===== config.mk =====
export PLATFORM = sky130hd
export DESIGN_NAME = gpr_wport_arb_flat
export DESIGN_NICKNAME = d
export VERILOG_FILES = /design/src/rtl/gpr_wport_arb_if.sv /design/src/rtl/gpr_wport_arb.sv /design/src/flat_wrapper.sv
export SDC_FILE = /design/constraint.sdc
export NUM_CORES = 1
export LEC_CHECK = 0
export ABC_AREA = 1
export BUFFER_PORTS_ARGS = -buffer_cell sky130_fd_sc_hd__buf_2
export CORE_ASPECT_RATIO = 2
export CORE_MARGIN = 4
export CORE_UTILIZATION = 30
export DETAILED_ROUTE_END_ITERATION = 10
export SETUP_SLACK_MARGIN = 0.4
export SYNTH_ARGS = -nofsm -noshare
export SYNTH_HDL_FRONTEND = slang
export SYNTH_SLANG_ARGS = --single-unit

===== constraint.sdc =====
create_clock -name i_clk -period 1.33 [get_ports i_clk]
set_input_delay 0.0665 -clock i_clk [delete_from_list [all_inputs] [get_ports i_clk]]
set_output_delay 0.0665 -clock i_clk [all_outputs]
set_load 0.01 [all_outputs]

===== src/rtl/gpr_wport_arb_if.sv =====
// Request and RF-write signal bundle for the GPR write-port arbiter.
// The slave modport is the arbiter side and the master modport is the requester/RF side.
interface gpr_wport_arb_if #(
  parameter int unsigned GPR_ADDR_WD = 5,
  parameter int unsigned GPR_WD      = 64
);
  logic                   i_wb_valid;
  logic                   o_wb_ready;
  logic                   i_wb_wen;
  logic [GPR_ADDR_WD-1:0] i_wb_rd;
  logic [GPR_WD-1:0]      i_wb_wdata;
  logic                   i_lu_valid;
  logic                   o_lu_ready;
  logic [GPR_ADDR_WD-1:0] i_lu_rd;
  logic [GPR_WD-1:0]      i_lu_wdata;
  logic                   o_rf_wen;
  logic [GPR_ADDR_WD-1:0] o_rf_waddr;
  logic [GPR_WD-1:0]      o_rf_wdata;
  logic                   o_force;

  modport slave (
    input  i_wb_valid, i_wb_wen, i_wb_rd, i_wb_wdata,
    input  i_lu_valid, i_lu_rd, i_lu_wdata,
    output o_wb_ready, o_lu_ready, o_rf_wen, o_rf_waddr, o_rf_wdata, o_force
  );

  modport master (
    output i_wb_valid, i_wb_wen, i_wb_rd, i_wb_wdata,
    output i_lu_valid, i_lu_rd, i_lu_wdata,
    input  o_wb_ready, o_lu_ready, o_rf_wen, o_rf_waddr, o_rf_wdata, o_force
  );
endinterface


===== src/rtl/gpr_wport_arb.sv =====
// GPR write-port arbiter: WB wins by default, and the long-latency unit gets a forced grant after MAX_WAIT blocked cycles.
// Optional statistics counters are enabled by defining GPR_WPORT_ARB_STAT_EN.
module gpr_wport_arb #(
  parameter int unsigned GPR_ADDR_WD = 5,
  parameter int unsigned GPR_WD      = 64,
  parameter int unsigned MAX_WAIT    = 4,
  parameter int unsigned WAIT_CNT_WD = 8
) (
  input  logic               i_clk,
  input  logic               i_rst_n,
  gpr_wport_arb_if.slave     bus
`ifdef GPR_WPORT_ARB_STAT_EN
  ,
  output logic [31:0]        o_stat_conflict,
  output logic [31:0]        o_stat_force
`endif
);

  typedef enum logic {S_NORM, S_FORCE} state_t;

  localparam logic [WAIT_CNT_WD-1:0] LAST_WAIT = WAIT_CNT_WD'(MAX_WAIT - 1);

  state_t                 state, next_state;
  logic [WAIT_CNT_WD-1:0] wait_cnt, next_cnt;
  logic                   wb_ready, lu_ready;
  logic                   wb_xfer, lu_xfer;

  always_ff @(posedge i_clk or negedge i_rst_n) begin
    if (!i_rst_n) begin
      state    <= S_NORM;
      wait_cnt <= '0;
    end else begin
      state    <= next_state;
      wait_cnt <= next_cnt;
    end
  end

  always_comb begin
    next_state = state;
    next_cnt   = wait_cnt;
    wb_ready   = 1'b1;
    lu_ready   = 1'b0;
    unique case (state)
      S_NORM: begin
        lu_ready = !bus.i_wb_valid;
        if (!bus.i_lu_valid || !bus.i_wb_valid) begin
          next_cnt = '0;
        end else begin
          if (wait_cnt == LAST_WAIT) next_state = S_FORCE;
          if (wait_cnt != '1) next_cnt = wait_cnt + 1'b1;
        end
      end
      S_FORCE: begin
        // Leave after one cycle, whether the LU transfers or has dropped valid.
        wb_ready   = 1'b0;
        lu_ready   = 1'b1;
        next_state = S_NORM;
        next_cnt   = '0;
      end
      default: begin
        next_state = S_NORM;
        next_cnt   = '0;
      end
    endcase
  end

  assign wb_xfer        = bus.i_wb_valid && wb_ready;
  assign lu_xfer        = bus.i_lu_valid && lu_ready;
  assign bus.o_wb_ready = wb_ready;
  assign bus.o_lu_ready = lu_ready;
  assign bus.o_force    = (state == S_FORCE);

  always_ff @(posedge i_clk or negedge i_rst_n) begin
    if (!i_rst_n) begin
      bus.o_rf_wen   <= 1'b0;
      bus.o_rf_waddr <= '0;
      bus.o_rf_wdata <= '0;
    end else if (wb_xfer) begin
      bus.o_rf_wen   <= bus.i_wb_wen && (bus.i_wb_rd != GPR_ADDR_WD'(0));
      bus.o_rf_waddr <= bus.i_wb_rd;
      bus.o_rf_wdata <= bus.i_wb_wdata;
    end else if (lu_xfer) begin
      bus.o_rf_wen   <= (bus.i_lu_rd != GPR_ADDR_WD'(0));
      bus.o_rf_waddr <= bus.i_lu_rd;
      bus.o_rf_wdata <= bus.i_lu_wdata;
    end else begin
      bus.o_rf_wen   <= 1'b0;
    end
  end

`ifdef GPR_WPORT_ARB_STAT_EN
  // Only arbitration conflicts in S_NORM are counted; the forced-grant cycle is excluded.
  always_ff @(posedge i_clk or negedge i_rst_n) begin
    if (!i_rst_n) begin
      o_stat_conflict <= '0;
      o_stat_force    <= '0;
    end else begin
      if (state == S_NORM && bus.i_wb_valid && bus.i_lu_valid)
        o_stat_conflict <= o_stat_conflict + 32'd1;
      if (state == S_NORM && next_state == S_FORCE)
        o_stat_force <= o_stat_force + 32'd1;
    end
  end
`endif

endmodule


===== src/flat_wrapper.sv =====
// flat-port wrapper written by rule: the top's interface ports become plain ports
module gpr_wport_arb_flat 
#(
  parameter int unsigned GPR_ADDR_WD = 5,
  parameter int unsigned GPR_WD      = 64,
  parameter int unsigned MAX_WAIT    = 4,
  parameter int unsigned WAIT_CNT_WD = 8
)
  (i_clk, i_rst_n, bus_i_wb_valid, bus_i_wb_wen, bus_i_wb_rd, bus_i_wb_wdata, bus_i_lu_valid, bus_i_lu_rd, bus_i_lu_wdata, bus_o_wb_ready, bus_o_lu_ready, bus_o_rf_wen, bus_o_rf_waddr, bus_o_rf_wdata, bus_o_force);
  gpr_wport_arb_if #(.GPR_ADDR_WD(GPR_ADDR_WD), .GPR_WD(GPR_WD)) bus_i ();
  input  logic i_clk;
  input  logic i_rst_n;
  input wire logic [$bits(bus_i.i_wb_valid)-1:0] bus_i_wb_valid;
  input wire logic [$bits(bus_i.i_wb_wen)-1:0] bus_i_wb_wen;
  input wire logic [$bits(bus_i.i_wb_rd)-1:0] bus_i_wb_rd;
  input wire logic [$bits(bus_i.i_wb_wdata)-1:0] bus_i_wb_wdata;
  input wire logic [$bits(bus_i.i_lu_valid)-1:0] bus_i_lu_valid;
  input wire logic [$bits(bus_i.i_lu_rd)-1:0] bus_i_lu_rd;
  input wire logic [$bits(bus_i.i_lu_wdata)-1:0] bus_i_lu_wdata;
  output wire logic [$bits(bus_i.o_wb_ready)-1:0] bus_o_wb_ready;
  output wire logic [$bits(bus_i.o_lu_ready)-1:0] bus_o_lu_ready;
  output wire logic [$bits(bus_i.o_rf_wen)-1:0] bus_o_rf_wen;
  output wire logic [$bits(bus_i.o_rf_waddr)-1:0] bus_o_rf_waddr;
  output wire logic [$bits(bus_i.o_rf_wdata)-1:0] bus_o_rf_wdata;
  output wire logic [$bits(bus_i.o_force)-1:0] bus_o_force;
  assign bus_i.i_wb_valid = bus_i_wb_valid;
  assign bus_i.i_wb_wen = bus_i_wb_wen;
  assign bus_i.i_wb_rd = bus_i_wb_rd;
  assign bus_i.i_wb_wdata = bus_i_wb_wdata;
  assign bus_i.i_lu_valid = bus_i_lu_valid;
  assign bus_i.i_lu_rd = bus_i_lu_rd;
  assign bus_i.i_lu_wdata = bus_i_lu_wdata;
  assign bus_o_wb_ready = bus_i.o_wb_ready;
  assign bus_o_lu_ready = bus_i.o_lu_ready;
  assign bus_o_rf_wen = bus_i.o_rf_wen;
  assign bus_o_rf_waddr = bus_i.o_rf_waddr;
  assign bus_o_rf_wdata = bus_i.o_rf_wdata;
  assign bus_o_force = bus_i.o_force;
  gpr_wport_arb #(.GPR_ADDR_WD(GPR_ADDR_WD), .GPR_WD(GPR_WD), .MAX_WAIT(MAX_WAIT), .WAIT_CNT_WD(WAIT_CNT_WD)) u_core (.i_clk(i_clk), .i_rst_n(i_rst_n), .bus(bus_i));
endmodule

### After elaboration in Yosys (flattened, before gate mapping)

Index checks and enable logic that the tools add are counted.

| operators by class | value |
|---|---|
| eq/ne operators | 3 |
| reduce and logical (&&, ||, !) cells | 9 |
| add/sub/neg operators | 1 |
| bitwise operators | 1 |
| muxes and demuxes | 14 |

Operators by type and width:

| operator | count |
|---|---|
| $mux 64 | 2 |
| $mux 8 | 2 |
| $pmux 8 s2 | 1 |
| $mux 5 | 2 |
| $reduce_bool 5->1 | 2 |
| $add 8x1->8 const B | 1 |
| $eq 8x2->1 const B | 1 |
| $ne 8x8->1 const B | 1 |
| $mux 1 | 5 |
| $pmux 1 s2 | 2 |
| $logic_and 1x1->1 | 3 |
| $ne 3x1->1 const B | 1 |
| $logic_not 1->1 | 2 |
| $reduce_bool 2->1 | 1 |
| $logic_or 1x1->1 | 1 |
| $not 1->1 | 1 |

| storage, ports and cells | value |
|---|---|
| register bits | 79 |
| input bits | 143 |
| logic and storage cells | 33 |
| output and inout port bits | 73 |

### Longest topological paths before layout

Gate-level depths: netlist (run 1).

| logic depth | value |
|---|---|
| depth after elaboration | 5 |
| gate-level depth with buffers | 7 |
| gate-level depth less buffers | 7 |

### Least setup slack after synthesis (run 1)

OpenSTA, ideal clock, no wires.

| timing path | value |
|---|---|
| path type | reg2reg |
| start point | register u_core.state, in the netlist u_core.bus.o_force |
| end point | register u_core.wait_cnt[1] |
| cell stages (with the launch flop) | 6 |
| arrival | 1,169 ps |
| required time | 1,247 ps |
| path buffers | 0 |
| setup time | 83 ps |
| slack | 78 ps |
| clock period less this slack | 1,252 ps |
| cell sequence | dfrtp_1 > inv_1 > nand2_1 > nor2_4 > nand3_1 > o21ai_0 |

| on the way | value |
|---|---|
| cells in the longest elaborated chain, start to end | 2 |
| elaborated cells on any way between the ends | 3 |
| those cells by class | eq/ne: 1; mux: 1; bitwise: 1 |

RTL lines:

| element | line | source |
|---|---|---|
| start, declared | gpr_wport_arb.sv:23 | `state_t state, next_state;` |
| start signal, assigned | gpr_wport_arb.sv:33 | `state <= next_state;` |
| $not 1->1 | gpr_wport_arb.sv:43 | `unique case (state)` |
| $pmux 8 s2 or $ne 3x1->1 (tied branches) | - |  |
| end signal, assigned | gpr_wport_arb.sv:34 | `wait_cnt <= next_cnt;` |
| end, declared | gpr_wport_arb.sv:24 | `logic [WAIT_CNT_WD-1:0] wait_cnt, next_cnt;` |

Parallel ways exist; a longest one is shown, timed or not.
A chain may end at the register's enable or synchronous reset.

### Worst setup path after layout (run 1)

| timing path | value |
|---|---|
| start point | register u_core.state, in the netlist u_core.bus.o_force |
| end point | register u_core.bus.o_rf_waddr[3] |

| on the way | value |
|---|---|
| cells in the longest elaborated chain, start to end | 4 |
| elaborated cells on any way between the ends | 7 |
| those cells by class | mux: 3; bitwise: 1; reduce/logical: 3 |

RTL lines:

| element | line | source |
|---|---|---|
| $not 1->1 | gpr_wport_arb.sv:43 |  |
| $pmux 1 s2 | gpr_wport_arb.sv:43 |  |
| $logic_and 1x1->1 | gpr_wport_arb.sv:68 | `assign lu_xfer = bus.i_lu_valid && lu_ready;` |
| $reduce_bool 2->1 (no line) | - |  |
| end signal, assigned | gpr_wport_arb.sv:80 | `bus.o_rf_waddr <= bus.i_wb_rd;` |
| end signal, assigned | gpr_wport_arb.sv:84 | `bus.o_rf_waddr <= bus.i_lu_rd;` |
| end, declared | gpr_wport_arb_if.sv:24 | `output o_wb_ready, o_lu_ready, o_rf_wen, o_rf_waddr, o_rf_wdata, o_force` |

Parallel ways exist; a longest one is shown, timed or not.

==> run summary, run 1 <==
## Run status
* **status** complete, no violations

## Global routing
* **Tot GR Track Use** 0.2141
* **largest net degree at the start of global routing** 38
* **met1 Usage GRT** 0.2165
* **global-route met2 utilization** 0.4023
* **wire length of the first global-routing pass** 23.60 mm
* **global route total overflow** 0
* **GR Layer Usage met3** 0.04506
* **number of antenna violations at the first check in global routing** 0
* **layer carrying the most global-route usage** met2
* **number of global-route vias before repair** 5008

## Floorplanning
* **initial core utilization** 0.3066
* **die height** 162.6 µm
* **row cnt** 56
* **width of the chip** 85.32 µm
* **total die area** 13880 µm²
* **floorplan core area** 11700 µm²
* **I/O pin count** 216

## Timing
* **slew of the pin with the lowest slew margin** 433.5 ps
* **Achievable Freq** 0.8196 GHz
* **worst-case hold slack** 89.47 ps
* **setup ws final** 109.8 ps
* **final period utilization** 0.9174
* **unrepaired setup endpoints after global routing** yes
* **count of final setup violators** 0
* **max-slew violations** 0
* **Post-Route Setup TNS** 0 ps
* **Slew Limit Headroom** 0.7110
* **final count of hold timing violations** 0
* **Final Skew** 7.864 ps
* **Final Critical Period** 1220 ps

## Worst hold path
* **cell depth of the worst hold path** 5
* **hold endpoint** u_core.bus.o_rf_wen$_DFF_PN0_
* **Worst Hold Launch** bus_i_wb_rd[4]
* **Worst Hold Class** input port to flop

## Cells and area
* **Antenna Cells** 0
* **fillers** 920
* **net count reported at finish** 991
* **most frequent standard cell in the layout excluding fill and tap cells** nand2_1
* **layout-stage area growth over the synthesis result** 99.97%
* **share of layout cells above drive strength 1** 0.3600
* **highest-count cells in the layout ignoring fill and taps** nand2_1 (226), buf_2 (192), dlygate4sd3_1 (140)

## Yosys
* **Post-Synthesis Cell Area** 3587 µm²
* **post-synthesis register bit count** 79
* **Post-Synthesis Cells** 452
* **sequential element share of the synthesized area** 0.5511
* **mean instance size in the synthesized netlist** 7.936 µm²
* **Yosys Warn Count** 0
* **distinct cell type count after synthesis** 21
* **post-synthesis net count** 597

## Placed design
* **number of buffers added on ports** 215
* **total half-perimeter wirelength after legalization and detailed placement** 9.172 mm
* **Post-Place Setup Slack** 105.4 ps
* **final RePlAce weighted congestion** 0.7867

## Routing
* **wire per inst** 15.54 µm
* **Antenna Violating Nets Remaining** 0
* **final WL** 15.47 mm
* **via/cell ratio** 4.735
* **vias post-DR** 4711
* **Remaining DRCs** 0
* **initial DRC count** 286
* **first-pass iteration count of the detailed router** 7

## Power
* **static leakage** 3.657 nW
* **power density over the cells** 923.3 nW/µm²
* **post-layout total power** 0.006623 W
* **worst supply voltage drop on vdd** 607.2 µV

## Flow run
* **Max-cap violations** 0

## Setup path
* **setup slack of the worst register-to-register path** 110 ps
* **kind of cell adding the most delay to the critical path** flip-flops
* **Worst Reg2Reg Path Length in Cells** 5
* **critical setup path kind** flop to flop
* **reg2reg end** u_core.bus.o_rf_waddr[3]$_DFFE_PN0P_
* **critical path arrival** 1430 ps
* **CP startpoint kind** flop
* **cell-by-cell trace of the critical path** nor2_8, buf_12, buf_16, a22oi_2, nand2_1
* **Crit Path Max Fanout** 17
* **Bufs and invs on worst path** 2
* **endpoint kind of the worst setup timing path** flop
* **slowest CP cell** dfrtp_2
* **maximum single-stage delay on the critical path** 470 ps
* **Reg-to-Reg Start** u_core.bus.o_force$_DFF_PN0_
* **required time reported for the critical path endpoint** 1540 ps

## CTS
* **Clock Path Buffers** 2
* **number of clock buffers inserted by TritonCTS** 9
* **clock sinks** 79
* **Clk Latency, worst-skew pair** 330 ps
* **TritonCTS clock tree** done
* **clock transition at the register clock pins on the worst setup and hold paths after CTS** 60 ps
* **Root Buffer** clkbuf_16
* **htree depth** 3

## state kept, by name (all words and copies together), names as in the netlist
name / flops
u_core.bus.o_rf_wen: 1
u_core.bus.o_rf_waddr: 5
u_core.bus.o_force: 1
u_core.bus.o_rf_wdata: 64
u_core.wait_cnt: 8
## cell usage after synthesis (all sizes together)
master	count	area share
a21oi	3	0.0042
nor3	2	0.0028
ha	2	0.0070
nand2	229	0.24
nand3	79	0.11
xor2	1	0.0024
nand4	1	0.0017
inv	13	0.014
a22oi	1	0.0021
clkbuf	3	0.0031
buf	18	0.026
nor2	15	0.027
dfrtp	79	0.55
xnor2	1	0.0024
o21ai	5	0.0070
## final cells by class
type | count | area, µm² | area share
well taps | 145 | 181.4 | 0.02529
clock inverters | 5 | 35.03 | 0.004884
clock buffers | 10 | 239.0 | 0.03332
inverters | 13 | 51.30 | 0.007152
multi-input cells | 339 | 1543 | 0.2151
repair buffers | 404 | 3146 | 0.4385
flip-flops and latches | 79 | 1978 | 0.2758
## worst max path at each step
stage,from,end,slack [ps],cells after the start
2_1_floorplan,u_core.bus.o_force$_DFF_PN0_,u_core.bus.o_rf_wdata[40]$_DFFE_PN0P_,180,6
3_3_place_gp,u_core.bus.o_force$_DFF_PN0_,u_core.bus.o_rf_waddr[3]$_DFFE_PN0P_,130,5
3_5_place_dp,u_core.bus.o_force$_DFF_PN0_,u_core.wait_cnt[1]$_DFFE_PN0P_,110,5
4_1_cts,u_core.bus.o_force$_DFF_PN0_,u_core.bus.o_rf_waddr[3]$_DFFE_PN0P_,110,5
5_1_grt,u_core.bus.o_force$_DFF_PN0_,u_core.wait_cnt[1]$_DFFE_PN0P_,60,5
6_report,u_core.bus.o_force$_DFF_PN0_,u_core.bus.o_rf_waddr[3]$_DFFE_PN0P_,110,5
## timing repair
action / 4_1_cts / 5_1_grt
buffers inserted: 21 / 16
hold endpoints to repair: 96 / 0
hold buffers: 140 / 0
pin swaps: 6 / 6
resized for setup: 28 / 21
cloned: 1 / 1
setup endpoints to repair: 125 / 150
## per-stage QoR
step	instances	util	instance area [µm²]
6_report	995	0.6130	7173
2_1_floorplan	452	-	3638
3_3_place_gp	801	0.4210	4926
5_1_grt	995	0.6130	7173
3_5_place_dp	801	0.4210	4926
4_1_cts	978	0.5920	6927
## tightest hold or removal path: stages
cell and delay, ps:
buf_2 90, nor3_1 50, nand2_1 50, nand3_1 60
nand2_1 60
## layer usage
metal	wire length, µm	part of all wire
met1	5089	0.33
met2	8555	0.55
met3	1115	0.072
met4	706	0.046
met5	0	0
## kinds of logic (layout without fill, tap and decap cells)
group / after synthesis / in the layout / share of synthesized area
buffers and inverters: 34 / 432 / 0.04290
flip-flops: 79 / 79 / 0.5511
AND/OR/NAND/NOR: 326 / 326 / 0.3809
XOR/XNOR: 2 / 2 / 0.004884
AO/OA/AOI/OAI: 9 / 9 / 0.01325
adder cells (fa/ha/maj): 2 / 2 / 0.006975
## power by group
group / internal, W / leakage, nW / switching (W) / total, W
sequential: 0.00261 / 0.971 / 0.000125 / 0.00273
combinational: 0.000915 / 2.56 / 0.000704 / 0.00162
clock: 0.00130 / 0.123 / 0.000972 / 0.00227
Note: power is estimated with default switching activity, not from simulation.
==> run 2, diff against run 1 <==
CORE_UTILIZATION = 35   (was 30)
PLACE_DENSITY = 0.67   (was not set)
==> run 2 against run 1 <==
Via count up 1.4%. Combinational power rose by 5%. Critical path type unchanged. Hold slack improved by 32 ps. Routed wire length is 4.5% higher. Sequential share of layout area is 0.53 points lower. Power increased by 6.3%. Worst setup slack got worse by 72 ps. Sequential power is essentially flat.
==> run summary, run 2 (same netlist as run 1, synthesis figures left out) <==
## Placed design
* **number of buffers added on ports** 215, unchanged
* **area after detailed placement** 4888 µm², was 4926 µm²
* **total half-perimeter wirelength after legalization and detailed placement** 8.911 mm, was 9.172 mm
* **final RePlAce weighted congestion** 0.9024, was 0.7867

## Cells and area
* **highest-count cells in the layout ignoring fill and taps** nand2_1 (220), buf_2 (191), dlygate4sd3_1 (140), was nand2_1 (226), buf_2 (192), dlygate4sd3_1 (140)
* **share of layout cells above drive strength 1** 0.3712, was 0.3600
* **largest reg by FF count** u_core.bus.o_rf_wdata, unchanged
* **layout-stage area growth over the synthesis result** 104.0%, was 99.97%
* **net count reported at finish** 995, was 991
* **fillers** 666, was 920
* **most frequent standard cell in the layout excluding fill and tap cells** nand2_1, unchanged
* **Antenna Cells** 0, unchanged
* **max reg flops** 64, unchanged
* **largest registers** u_core.bus.o_rf_wdata: 64 flops, u_core.wait_cnt: 8 flops, u_core.bus.o_rf_waddr: 5 flops, unchanged
* **finished layout cell area** 7320 µm², was 7173 µm²

## Run status
* **status** complete, no violations, unchanged

## CTS
* **Clk Latency, worst-skew pair** 330 ps, about the same
* **clock transition at the register clock pins on the worst setup and hold paths after CTS** 60 ps, about the same
* **number of clock buffers inserted by TritonCTS** 9, unchanged
* **Root Buffer** clkbuf_16, unchanged
* **Clock Path Buffers** 2, unchanged
* **TritonCTS clock tree** done, unchanged
* **clock sinks** 79, unchanged
* **htree depth** 3, unchanged

## Floorplanning
* **width of the chip** 79.59 µm, was 85.32 µm
* **I/O pin count** 216, unchanged
* **floorplan core area** 10080 µm², was 11700 µm²
* **row cnt** 52, was 56
* **total die area** 12030 µm², was 13880 µm²
* **initial core utilization** 0.3557, was 0.3066
* **die height** 151.2 µm, was 162.6 µm

## Setup path
* **required time reported for the critical path endpoint** 1540 ps, about the same
* **cell-by-cell trace of the critical path** nor2_8, buf_6, nor2_4, buf_4, clkbuf_16, nand2_1, nand3_1, was nor2_8, buf_12, buf_16, a22oi_2, nand2_1
* **CP startpoint kind** flop, unchanged
* **maximum single-stage delay on the critical path** 450 ps, was 470 ps
* **critical setup path kind** flop to flop, unchanged
* **slowest CP cell** dfrtp_2, unchanged
* **endpoint kind of the worst setup timing path** flop, unchanged
* **Crit Path Max Fanout** 5, was 17
* **critical path arrival** 1500 ps, was 1430 ps

## Power
* **static leakage** 3.763 nW, was 3.657 nW
* **worst supply voltage drop on vdd** 669.4 µV, was 607.2 µV
* **power density over the cells** 962.2 nW/µm², was 923.3 nW/µm²
* **post-layout total power** 0.007043 W, was 0.006623 W

## Timing
* **Achievable Freq** 0.7741 GHz, was 0.8196 GHz
* **Post-Route Setup TNS** 0 ps, unchanged
* **Final Skew** 7.451 ps, was 7.864 ps
* **unrepaired setup endpoints after global routing** yes, unchanged
* **Slew Limit Headroom** 0.7032, was 0.7110
* **count of final setup violators** 0, unchanged
* **final period utilization** 0.9713, was 0.9174
* **max-slew violations** 0, unchanged
* **slew of the pin with the lowest slew margin** 445.1 ps, was 433.5 ps
* **final count of hold timing violations** 0, unchanged
* **Final Critical Period** 1292 ps, was 1220 ps

## Routing
* **via/cell ratio** 4.828, was 4.735
* **Antenna Violating Nets Remaining** 0, unchanged
* **wire per inst** 16.34 µm, was 15.54 µm
* **vias post-DR** 4775, was 4711
* **Remaining DRCs** 0, unchanged
* **initial DRC count** 175, was 286
* **final WL** 16.16 mm, was 15.47 mm
* **first-pass iteration count of the detailed router** 5, was 7

## Global routing
* **global route total overflow** 0, unchanged
* **wire length of the first global-routing pass** 23.27 mm, was 23.60 mm
* **number of global-route vias before repair** 4961, was 5008
* **number of antenna violations at the first check in global routing** 0, unchanged
* **largest net degree at the start of global routing** 80, was 38
* **Tot GR Track Use** 0.2511, was 0.2141

## Flow run
* **Max-cap violations** 0, unchanged

## Worst hold path
* **Worst Hold Class** input port to flop, unchanged

==> run 2: changes by cell type in the layout (fill, tap and decap cells not counted), moves of 2 or more <==
cell	previous run	this run
nand2_1	226	220
nand2_2	1	7
buf_6	24	28
nand3_1	75	71
nand3_2	4	8
clkinvlp_4	4	1
bufbuf_16	0	2
bufinv_16	0	2
ha_2	2	0
==> run 2: critical path: cells and delay by family, from the launching register on <==
family        cells  cell delay (ps)
flops             1              450
buf+inv           3              430
simple gates      4              290
==> run 2: report_power, final <==
group          total (W)  internal [W]  switching, W
registers        0.00274       0.00261      0.000134
logic            0.00170      0.000966      0.000731
clock network    0.00260       0.00163      0.000974
total            0.00704       0.00520       0.00184
==> run 2: final cells by class <==
class / count / area, µm² / share of cell area
flip-flops and latches: 79 / 1979 / 0.2704
inverters: 13 / 53.80 / 0.007350
repair buffers: 408 / 3236 / 0.4421
clock buffers: 9 / 225.2 / 0.03077
well taps: 135 / 168.9 / 0.02308
multi-input cells: 339 / 1570 / 0.2145
clock inverters: 6 / 86.33 / 0.01179
==> run 2: path summary, 6_finish.rpt <==
path / to / slack (ps) / cells past startpoint / start
worst max-delay path: u_core.bus.o_rf_wdata[38]$_DFFE_PN0P_ / 40 / 7 / u_core.bus.o_force$_DFF_PN0_
worst min-delay path: u_core.wait_cnt[6]$_DFFE_PN0P_ / 120 / 5 / bus_i_lu_valid
worst max register to register: u_core.bus.o_rf_wdata[38]$_DFFE_PN0P_ / 40 / 7 / u_core.bus.o_force$_DFF_PN0_
worst min register to register: u_core.bus.o_rf_wdata[55]$_DFFE_PN0P_ / 490 / 2 / u_core.bus.o_rf_wdata[55]$_DFFE_PN0P_
max in group asynchronous: u_core.bus.o_rf_wdata[5]$_DFFE_PN0P_ / 670 / 3 / i_rst_n
min in group asynchronous: u_core.bus.o_rf_wdata[46]$_DFFE_PN0P_ / 300 / 3 / i_rst_n
==> run 2: timing repair <==
action / CTS / global route
pin swaps: 3 / 2
setup buffers: 6 / 31
cloned: 4 / 2
gates resized for setup: 13 / 52
hold endpoints to repair: 149 / 0
setup endpoints to repair: 124 / 149
hold buffers: 140 / 0
==> run 2: through the flow <==
stage | worst slack (ps) | instances | util | hold WS (ps)
after global routing | -19.67 | 989 | 0.7258 | 130.0
after detailed placement | -18.42 | 791 | 0.4847 | 126.2
after global placement | -30.76 | 791 | 0.4847 | 126.4
after CTS | 70.04 | 956 | 0.6752 | 114.9
final | 38.14 | 989 | 0.7258 | 121.3
after floorplan | 182.3 | 452 | - | -229.1
==> run 2: layer usage <==
layer | up-vias | track usage | wire length [µm]
met5 | - | 0 | 0
met4 | 0 | 0.1644 | 847
met3 | 69 | 0.05179 | 1004
met2 | 241 | 0.4673 | 9051
met1 | 2236 | 0.2415 | 5258
li1 | 2229 | - | -
